**src/rtl/mul_share_ctrl.sv**
```systemverilog
// mul_share_ctrl: round-robin sequencer sharing one start/done multiplier
// between NREQ requesters. Captures operands on grant, starts the multiplier,
// waits for done or timeout, strobes the result back to the owner, then
// re-arms the multiplier with a one-cycle reset pulse.
module mul_share_ctrl #(
  parameter int unsigned NREQ    = 4,
  parameter int unsigned W       = 8,
  parameter int unsigned TIMEOUT = 64
) (
  input  logic                clk,
  input  logic                reset_n,
  input  logic [NREQ-1:0]     req,
  input  logic [NREQ*W-1:0]   a_in,
  input  logic [NREQ*W-1:0]   b_in,
  output logic [NREQ-1:0]     gnt,
  output logic [NREQ-1:0]     rsp_valid,
  output logic [2*W-1:0]      rsp_product,
  output logic                rsp_err,
  output logic                busy,
  output logic                mul_rst_n,
  output logic                mul_start,
  output logic [W-1:0]        mul_data1,
  output logic [W-1:0]        mul_data2,
  input  logic [2*W-1:0]      mul_product,
  input  logic                mul_done
);

  localparam int unsigned IW = (NREQ > 1) ? $clog2(NREQ) : 1;
  localparam int unsigned CW = (TIMEOUT > 1) ? $clog2(TIMEOUT) : 1;
  localparam int unsigned PW = 2 * W;

  typedef enum logic [2:0] {
    IDLE  = 3'd0,
    START = 3'd1,
    WAIT  = 3'd2,
    RESP  = 3'd3,
    CLEAR = 3'd4
  } state_t;

  state_t          state_q, state_d;
  logic [IW-1:0]   ptr_q, ptr_d;
  logic [IW-1:0]   owner_q, owner_d;
  logic [CW-1:0]   cnt_q, cnt_d;

  logic [NREQ-1:0] gnt_d;
  logic [NREQ-1:0] rsp_valid_d;
  logic [PW-1:0]   rsp_product_d;
  logic            rsp_err_d;
  logic            busy_d;
  logic            mul_rst_n_d;
  logic            mul_start_d;
  logic [W-1:0]    mul_data1_d;
  logic [W-1:0]    mul_data2_d;

  logic            arb_found;
  logic [IW-1:0]   arb_sel;
  logic [W-1:0]    a_sel;
  logic [W-1:0]    b_sel;
  logic [IW-1:0]   ptr_next;

  // Round-robin pick: first set req bit at or after the pointer, wrapping
  always_comb begin
    arb_found = 1'b0;
    arb_sel   = '0;
    for (int unsigned off = 0; off < NREQ; off++) begin
      int unsigned idx;
      idx = (32'(ptr_q) + off) % NREQ;
      if (!arb_found && req[IW'(idx)]) begin
        arb_found = 1'b1;
        arb_sel   = IW'(idx);
      end
    end
  end

  // Operand mux for the selected requester and the pointer that follows it
  always_comb begin
    a_sel = '0;
    b_sel = '0;
    for (int unsigned i = 0; i < NREQ; i++) begin
      if (arb_sel == IW'(i)) begin
        a_sel = a_in[i*W +: W];
        b_sel = b_in[i*W +: W];
      end
    end
    ptr_next = (arb_sel == IW'(NREQ - 1)) ? '0 : arb_sel + IW'(1);
  end

  // Next-state and next-output logic
  always_comb begin
    state_d       = state_q;
    ptr_d         = ptr_q;
    owner_d       = owner_q;
    cnt_d         = cnt_q;
    gnt_d         = '0;
    rsp_valid_d   = '0;
    rsp_product_d = rsp_product;
    rsp_err_d     = rsp_err;
    mul_rst_n_d   = 1'b1;
    mul_start_d   = mul_start;
    mul_data1_d   = mul_data1;
    mul_data2_d   = mul_data2;

    case (state_q)
      IDLE: begin
        if (arb_found) begin
          gnt_d       = NREQ'(1) << arb_sel;
          owner_d     = arb_sel;
          mul_data1_d = a_sel;
          mul_data2_d = b_sel;
          ptr_d       = ptr_next;
          state_d     = START;
        end
      end
      START: begin
        mul_start_d = 1'b1;
        cnt_d       = '0;
        state_d     = WAIT;
      end
      WAIT: begin
        if (mul_done || (cnt_q == CW'(TIMEOUT - 1))) begin
          // done wins over timeout when both happen in the same cycle
          rsp_product_d = mul_done ? mul_product : '0;
          rsp_err_d     = !mul_done;
          rsp_valid_d   = NREQ'(1) << owner_q;
          mul_start_d   = 1'b0;
          mul_rst_n_d   = 1'b0;
          state_d       = RESP;
        end else begin
          cnt_d = cnt_q + CW'(1);
        end
      end
      RESP: begin
        rsp_product_d = '0;
        rsp_err_d     = 1'b0;
        state_d       = CLEAR;
      end
      CLEAR: begin
        state_d = IDLE;
      end
      default: begin
        state_d = IDLE;
      end
    endcase

    busy_d = (state_d != IDLE);
  end

  // State and registered outputs, synchronous active-low reset
  always_ff @(posedge clk) begin
    if (!reset_n) begin
      state_q     <= IDLE;
      ptr_q       <= '0;
      owner_q     <= '0;
      cnt_q       <= '0;
      gnt         <= '0;
      rsp_valid   <= '0;
      rsp_product <= '0;
      rsp_err     <= 1'b0;
      busy        <= 1'b0;
      mul_rst_n   <= 1'b0;
      mul_start   <= 1'b0;
      mul_data1   <= '0;
      mul_data2   <= '0;
    end else begin
      state_q     <= state_d;
      ptr_q       <= ptr_d;
      owner_q     <= owner_d;
      cnt_q       <= cnt_d;
      gnt         <= gnt_d;
      rsp_valid   <= rsp_valid_d;
      rsp_product <= rsp_product_d;
      rsp_err     <= rsp_err_d;
      busy        <= busy_d;
      mul_rst_n   <= mul_rst_n_d;
      mul_start   <= mul_start_d;
      mul_data1   <= mul_data1_d;
      mul_data2   <= mul_data2_d;
    end
  end

endmodule

```
**config.mk**
```make
export PLATFORM = sky130hd
export DESIGN_NAME = mul_share_ctrl
export DESIGN_NICKNAME = d
export VERILOG_FILES = /design/src/rtl/mul_share_ctrl.sv
export SDC_FILE = /design/constraint.sdc
export NUM_CORES = 1
export LEC_CHECK = 0
export CORE_MARGIN = 1.5
export CORE_UTILIZATION = 41
export CTS_BUF_LIST = sky130_fd_sc_hd__clkbuf_4 sky130_fd_sc_hd__clkbuf_8
export CTS_CLUSTER_SIZE = 14
export DETAILED_ROUTE_END_ITERATION = 10
export GPL_TIMING_DRIVEN = 0
export HOLD_SLACK_MARGIN = 0.12
export PLACE_DENSITY = 0.82
export SLEW_MARGIN = 20
export SYNTH_ARGS = -nofsm -noshare
export SYNTH_HDL_FRONTEND = slang
export SYNTH_SLANG_ARGS = --single-unit
```
**constraint.sdc**
```tcl
create_clock -name clk -period 5.5 [get_ports clk]
set_input_delay 0.825 -clock clk [delete_from_list [all_inputs] [get_ports clk]]
set_output_delay 0.825 -clock clk [all_outputs]
set_load 0.005 [all_outputs]
```
==> summary.txt, run 1 <==
Routing
  • Total Routed Length: 7260 um
  • Wl on met1: 2850 um
  • Iteration-0 DRC Markers: 65
  • First-pass iteration count of the detailed router: 4
  • Metal3 WL: 524 um
  • Met2 Routed Length: 3680 um
  • Top Metal Used: met4
  • DR vias: 2677
  • Routed vias/inst: 5.28
  • DR WL/cell: 14.3 um
  • Remaining DRCs: 0
  • Routed Antenna Nets: 0

Critical path
  • CP Class: primary input to register
  • Reg2Reg Capture Point: mul_data1[6]
  • R2r worst-path depth: 11
  • Worst r2r src: ptr_q[1]
  • Crit path DAT: 3.72 ns
  • Critical Path RT: 5.72 ns
  • CP Max Fanout: 10
  • Startpoint types: primary input
  • Crit. End Element: register
  • R2r setup slk: 2.67 ns

Global routing
  • Vias in the first global route: 2710
  • Gr usage total: 0.218
  • Pin count of the biggest net entering global routing: 12
  • Total gr overflow: 0
  • First-pass GRT wire length: 12200 um
  • Initial antenna violation count: 0

Timing
  • Final Setup Violations: 0
  • Fin Hold WS: 0.473 ns
  • Final Hold Fails: 0
  • Worst Tran Pin Value: 0.712 ns
  • Headroom to the max-slew limit: 0.520
  • Unrepaired setup endpoints after global routing: false
  • Fin crit share: 0.636
  • Final-report max-slew violation count: 0
  • Fin crit period: 3.50 ns
  • Worst Skew: 0.00617 ns
  • FMAX: 286 MHz
  • TNS Setup: 0 ns

Min path
  • Hold Path Class: register to register
  • Hold path cells: 1
  • Hold Startpoint: rsp_product[10]
  • Worst Hold Endpoint: rsp_product[10]

Die
  • Core area: 6030 sq um
  • Die width: 82.9 um
  • Top-level I/O count: 131
  • Die Height: 82.9 um
  • Site row count: 28
  • Die area: 6870 sq um
  • Initial core utilization: 0.434

Yosys
  • Post-synthesis sequential area ratio: 0.436
  • Mean Syn Cell Area: 9.15 sq um
  • Yosys reg bits: 57
  • Syn_nets: 378
  • Mapped Area: 2620 sq um
  • EDFF count, synth: 0
  • Syn Inst Count: 286
  • Ys Warns: 0
  • Netlist cell types: 44
  • Async SR Flop Fraction: 0
  • Top_reg_cell synth: dfxtp_1

Place
  • IO Port Bufs: 130
  • DP Wirelength: 5650 um
  • GPL Wtd Cong: 0.792

Clock tree
  • Clk pin slew, worst setup/hold paths: 0.06 ns
  • CTS root buf: clkbuf_8
  • Clock tree buffer depth: 2
  • CTS buffer count: 9
  • Setup Fix Bufs, Post-CTS: 0
  • CTS tree: done
  • Htree depth: 3
  • Post_cts resized: 0
  • # hold bufs at CTS: 0
  • Clk sinks: 57
  • Worst skew pair latency: 0.34 ns

Final layout
  • Most frequent cells in the layout: 130 x clkdlybuf4s50_1, 57 x dfxtp_1, 30 x nand2_1
  • Fillers: 508
  • Most common cell after layout, fill and taps aside: clkdlybuf4s50_1
  • N_diodes: 0
  • Share of cells above drive strength 1: 0.0833
  • Final net count: 519
  • Area Overhead vs Synth: 61.2%

Pwr
  • Power Density: 443 nW/um^2
  • Max VDD drop: 0.278 mV
  • Leakage: 0.00156 uW

Flow run
  • Max-Cap Viols: 0

Run status
  • Status: finished clean
==> synth_stat cells, types with 2 or more instances <==
| library cell | number | area share |
|---|---|---|
| a211oi_1 | 3 | 0.0086 |
| a21oi_1 | 7 | 0.013 |
| a221o_1 | 16 | 0.061 |
| a22o_1 | 16 | 0.054 |
| a31oi_1 | 16 | 0.038 |
| buf_2 | 7 | 0.013 |
| buf_4 | 2 | 0.0057 |
| clkbuf_1 | 10 | 0.014 |
| dfxtp_1 | 57 | 0.44 |
| ha_1 | 5 | 0.024 |
| inv_1 | 7 | 0.010 |
| mux2i_1 | 2 | 0.0077 |
| nand2_1 | 30 | 0.043 |
| nand2b_1 | 20 | 0.048 |
| nand3_1 | 17 | 0.033 |
| nand4_1 | 2 | 0.0048 |
| nor2_1 | 12 | 0.017 |
| nor2b_1 | 3 | 0.0072 |
| nor3_1 | 4 | 0.0077 |
| nor3b_1 | 4 | 0.011 |
| nor4_4 | 2 | 0.016 |
| o211ai_1 | 3 | 0.0086 |
| o21ai_0 | 16 | 0.031 |
| o22ai_1 | 4 | 0.0096 |
| o311a_1 | 2 | 0.0077 |
==> power by group <==
part	leakage [uW]	internal (uW)	switching (uW)	total, uW
registers	0.000466	524	77.5	601
clock network	0.0000985	222	173	395
logic	0.000990	460	410	870
==> area by class of cell <==
| class | count | area, sq um | share of cell area |
|---|---|---|---|
| clock inverter | 6 | 67.6 | 0.0160 |
| timing repair buffer | 130 | 1300 | 0.309 |
| multi-input combinational | 200 | 1340 | 0.318 |
| inverter | 8 | 30.0 | 0.00712 |
| clock buffer | 10 | 138 | 0.0326 |
| buffer | 21 | 104 | 0.0246 |
| sequential | 57 | 1140 | 0.271 |
| tap | 75 | 93.8 | 0.0223 |
==> per-layer routing <==
metal	vias up	GRT usage
met5	-	0
met4	0	0.117
met3	18	0.0616
met2	112	0.382
met1	1207	0.238
li1	1340	-
==> sequential cells by signal, summed over array words and instances, names as in the netlist, 3 cells and up <==
register     flops
mul_data2        8
gnt              4
rsp_valid        4
mul_data1        8
rsp_product     16
cnt_q            6
state_q          3
==> how the worst max path moves through the flow <==
stage / startpoint / end / slack (ns) / depth (start not counted)
global placement: req[1] / mul_data1[3] / 1.73 / 12
finish: req[1] / mul_data1[6] / 2.00 / 12
detailed placement: req[1] / mul_data1[3] / 1.67 / 12
floorplan: req[1] / mul_data1[1] / 2.59 / 13
global route: req[1] / mul_data1[6] / 1.77 / 12
CTS: req[1] / mul_data1[6] / 2.02 / 12
==> logic make-up (layout without fill, tap and decap cells) <==
kind of cell / after synthesis / after routing / share of synthesized area
and+or+nand+nor: 102 / 102 / 0.222
AOI/OAI and AO/OA: 89 / 89 / 0.252
DFF: 57 / 57 / 0.436
buffers and inverters: 29 / 175 / 0.0512
adders and majority gates: 5 / 5 / 0.0239
xor gates and xnor gates: 2 / 2 / 0.00670
muxes: 2 / 2 / 0.00765
==> metrics by stage <==
stage / area, sq um / worst slack [ns] / utilization / power, uW / cells
3_5_place_dp: 4010 / 1.67 / 0.666 / 1480 / 491
3_3_place_gp: 4010 / 1.73 / 0.666 / 1470 / 491
4_1_cts: 4220 / 2.02 / 0.700 / 1880 / 507
5_1_grt: 4220 / 1.77 / 0.700 / 2000 / 507
6_report: 4220 / 2.00 / 0.700 / 1870 / 507
2_1_floorplan: 2620 / 2.59 / - / 1110 / 286
==> critical path, cell delays in order <==
cell and delay, ns:
clkdlybuf4s50_1 0.57, or2b_1 0.13, a21oi_1 0.08, or4_4 0.54, buf_6 0.15, inv_1 0.11, ha_1 0.16, clkbuf_1 0.31
clkinv_1 0.33, clkbuf_1 0.30, nand3_1 0.13, a31oi_1 0.09
Note: power is estimated with default switching activity, not from simulation.
==> inputs of run 2 (changes only) <==
- clock period: 5.5 -> 3.4 ns (I/O delays scaled with it)
==> summary.txt, run 2 (synthesis gave the netlist of run 1 again) <==
Routing
  • Routed vias/inst: 5.28 (unchanged)
  • DR WL/cell: 14.3 um (unchanged)
  • Remaining DRCs: 0 (unchanged)
  • DR vias: 2677 (unchanged)
  • First-pass iteration count of the detailed router: 4 (unchanged)
  • Total Routed Length: 7260 um (unchanged)
  • Iteration-0 DRC Markers: 65 (unchanged)
  • Routed Antenna Nets: 0 (unchanged)

Critical path
  • Startpoint types: primary input (unchanged)
  • R2r setup slk: 0.57 ns (was 2.67 ns)
  • Critical Path RT: 3.62 ns (was 5.72 ns)
  • Crit-path slowest cell: clkdlybuf4s50_1 (unchanged)
  • Crit-path max cell delay: 0.57 ns (about the same)
  • CP dominant cell by count: clkbuf_1 (unchanged)
  • Critical path, cell by cell: clkdlybuf4s50_1 > or2b_1 > a21oi_1 > or4_4 > buf_6 > inv_1 > ha_1 > clkbuf_1 > clkinvlp_4 > clkbuf_1 > nand3_1 > a31oi_1 (was clkdlybuf4s50_1 > or2b_1 > a21oi_1 > or4_4 > buf_6 > inv_1 > ha_1 > clkbuf_1 > clkinv_1 > clkbuf_1 > nand3_1 > a31oi_1)
  • R2r worst-path depth: 11 (unchanged)
  • Crit. End Element: register (unchanged)
  • Reg2Reg Capture Point: mul_data1[6] (unchanged)
  • CP Max Fanout: 10 (unchanged)
  • Crit path DAT: 3.40 ns (was 3.72 ns)
  • Worst r2r src: ptr_q[1] (unchanged)
  • CP Class: primary input to register (unchanged)

Global routing
  • Vias in the first global route: 2710 (unchanged)
  • Gr usage total: 0.218 (unchanged)
  • Initial antenna violation count: 0 (unchanged)
  • First-pass GRT wire length: 12200 um (unchanged)
  • Total gr overflow: 0 (unchanged)
  • Pin count of the biggest net entering global routing: 12 (unchanged)

Timing
  • Final Setup Violations: 0 (unchanged)
  • FMAX: 314 MHz
  • Worst Skew: 0.00617 ns (unchanged)
  • Fin Hold WS: 0.473 ns (unchanged)
  • Fin crit period: 3.19 ns
  • Worst Tran Pin Value: 0.712 ns (unchanged)
  • Headroom to the max-slew limit: 0.520 (unchanged)
  • Unrepaired setup endpoints after global routing: false (unchanged)
  • Final Hold Fails: 0 (unchanged)
  • Fin crit share: 0.937
  • Final-report max-slew violation count: 0 (unchanged)

Place
  • Cell count after placement: 491 (unchanged)
  • IO Port Bufs: 130 (unchanged)
  • DP Wirelength: 5650 um (unchanged)
  • GPL Wtd Cong: 0.792 (unchanged)

Final layout
  • Top reg by flops: rsp_product (unchanged)
  • Non-filler instance count after layout: 507 (unchanged)
  • Fillers: 506 (was 508)
  • Area Overhead vs Synth: 61.3% (was 61.2%)
  • N_diodes: 0 (unchanged)
  • Top Registers: rsp_product (16), mul_data1 (8), mul_data2 (8) (unchanged)
  • Multi-input gate area: 1340 sq um (unchanged)
  • Core Util, Final: 0.700 (about the same)
  • Final net count: 519 (unchanged)
  • Reg area: 1140 sq um (unchanged)
  • Most frequent cells in the layout: 130 x clkdlybuf4s50_1, 57 x dfxtp_1, 30 x nand2_1 (unchanged)
  • Max reg flops: 16 (unchanged)
  • Share of cells above drive strength 1: 0.0856 (was 0.0833)
  • Most common cell after layout, fill and taps aside: clkdlybuf4s50_1 (unchanged)

Clock tree
  • CTS tree: done (unchanged)
  • CTS buffer count: 9 (unchanged)
  • Htree depth: 3 (unchanged)
  • # hold bufs at CTS: 0 (unchanged)
  • Clock tree buffer depth: 2 (unchanged)
  • Setup Fix Bufs, Post-CTS: 0 (unchanged)
  • Clk sinks: 57 (unchanged)
  • Post_cts resized: 0 (unchanged)
  • CTS root buf: clkbuf_8 (unchanged)
  • Worst skew pair latency: 0.34 ns (about the same)
  • Clk pin slew, worst setup/hold paths: 0.06 ns (about the same)

Die
  • Die area: 6870 sq um (unchanged)
  • Core area: 6030 sq um (unchanged)
  • Site row count: 28 (unchanged)
  • Die Height: 82.9 um (unchanged)
  • Initial core utilization: 0.434 (unchanged)
  • Die width: 82.9 um (unchanged)
  • Top-level I/O count: 131 (unchanged)

Pwr
  • Leakage: 0.00155 uW (was 0.00156 uW)
  • Power Density: 716 nW/um^2 (was 443 nW/um^2)
  • Total Power: 3020 uW (was 1870 uW)
  • Max VDD drop: 0.461 mV (was 0.278 mV)

Min path
  • Worst Hold Endpoint: rsp_product[10] (unchanged)
  • Hold path cells: 1 (unchanged)
  • Hold Path Class: register to register (unchanged)
  • Hold Startpoint: rsp_product[10] (unchanged)

Run status
  • Status: finished clean (unchanged)

Flow run
  • Max-Cap Viols: 0 (unchanged)
[run 2: layout make-up]
cell class / instances / share of cell area
plain buffers: 21 / 0.0246
clock buffers: 10 / 0.0326
clock inverters: 6 / 0.0160
inverters: 8 / 0.00800
multi-input cells: 200 / 0.318
flip-flops and latches: 57 / 0.270
well taps: 75 / 0.0222
repair buffers: 130 / 0.308
[run 2: layer usage]
metal | up-vias | share of wire | global-route usage
li1 | 1340 | - | -
met1 | 1207 | 0.39 | 0.238
met2 | 112 | 0.51 | 0.382
met3 | 18 | 0.072 | 0.0616
met4 | 0 | 0.028 | 0.117
met5 | - | 0 | 0
[run 2: worst max path at each step]
| stage | from | to | slack (ns) | cells after the start |
|---|---|---|---|---|
| 6_report | req[1] | mul_data1[6] | 0.21 | 12 |
| 5_1_grt | req[1] | mul_data1[6] | 0.0008 | 12 |
| 4_1_cts | req[1] | mul_data1[6] | 0.24 | 12 |
| 3_5_place_dp | req[1] | mul_data1[3] | -0.11 | 12 |
| 3_3_place_gp | req[1] | mul_data1[3] | -0.05 | 12 |
| 2_1_floorplan | req[1] | mul_data1[1] | 0.81 | 13 |
[run 2: worst max-delay path, delay by kind of cell]
family	cells	cell delay (ns)
fa+ha+maj	1	0.16
compound gates	2	0.17
buf+inv	6	1.77
simple gates	3	0.80
[run 2: power by group]
part / total (uW) / switching [uW] / leakage, uW / internal [uW]
combinational: 1410 / 665 / 0.000990 / 745
sequential: 973 / 125 / 0.000466 / 848
clock: 639 / 280 / 0.0000985 / 359
[run 2: stage by stage]
stage | TNS [ns] | worst slack [ns] | instance area, sq um
2_1_floorplan | 0 | 0.808 | 2620
3_3_place_gp | -0.415 | -0.0531 | 4010
3_5_place_dp | -0.937 | -0.112 | 4010
4_1_cts | 0 | 0.240 | 4220
5_1_grt | 0 | 0.000828 | 4220
6_report | 0 | 0.215 | 4220
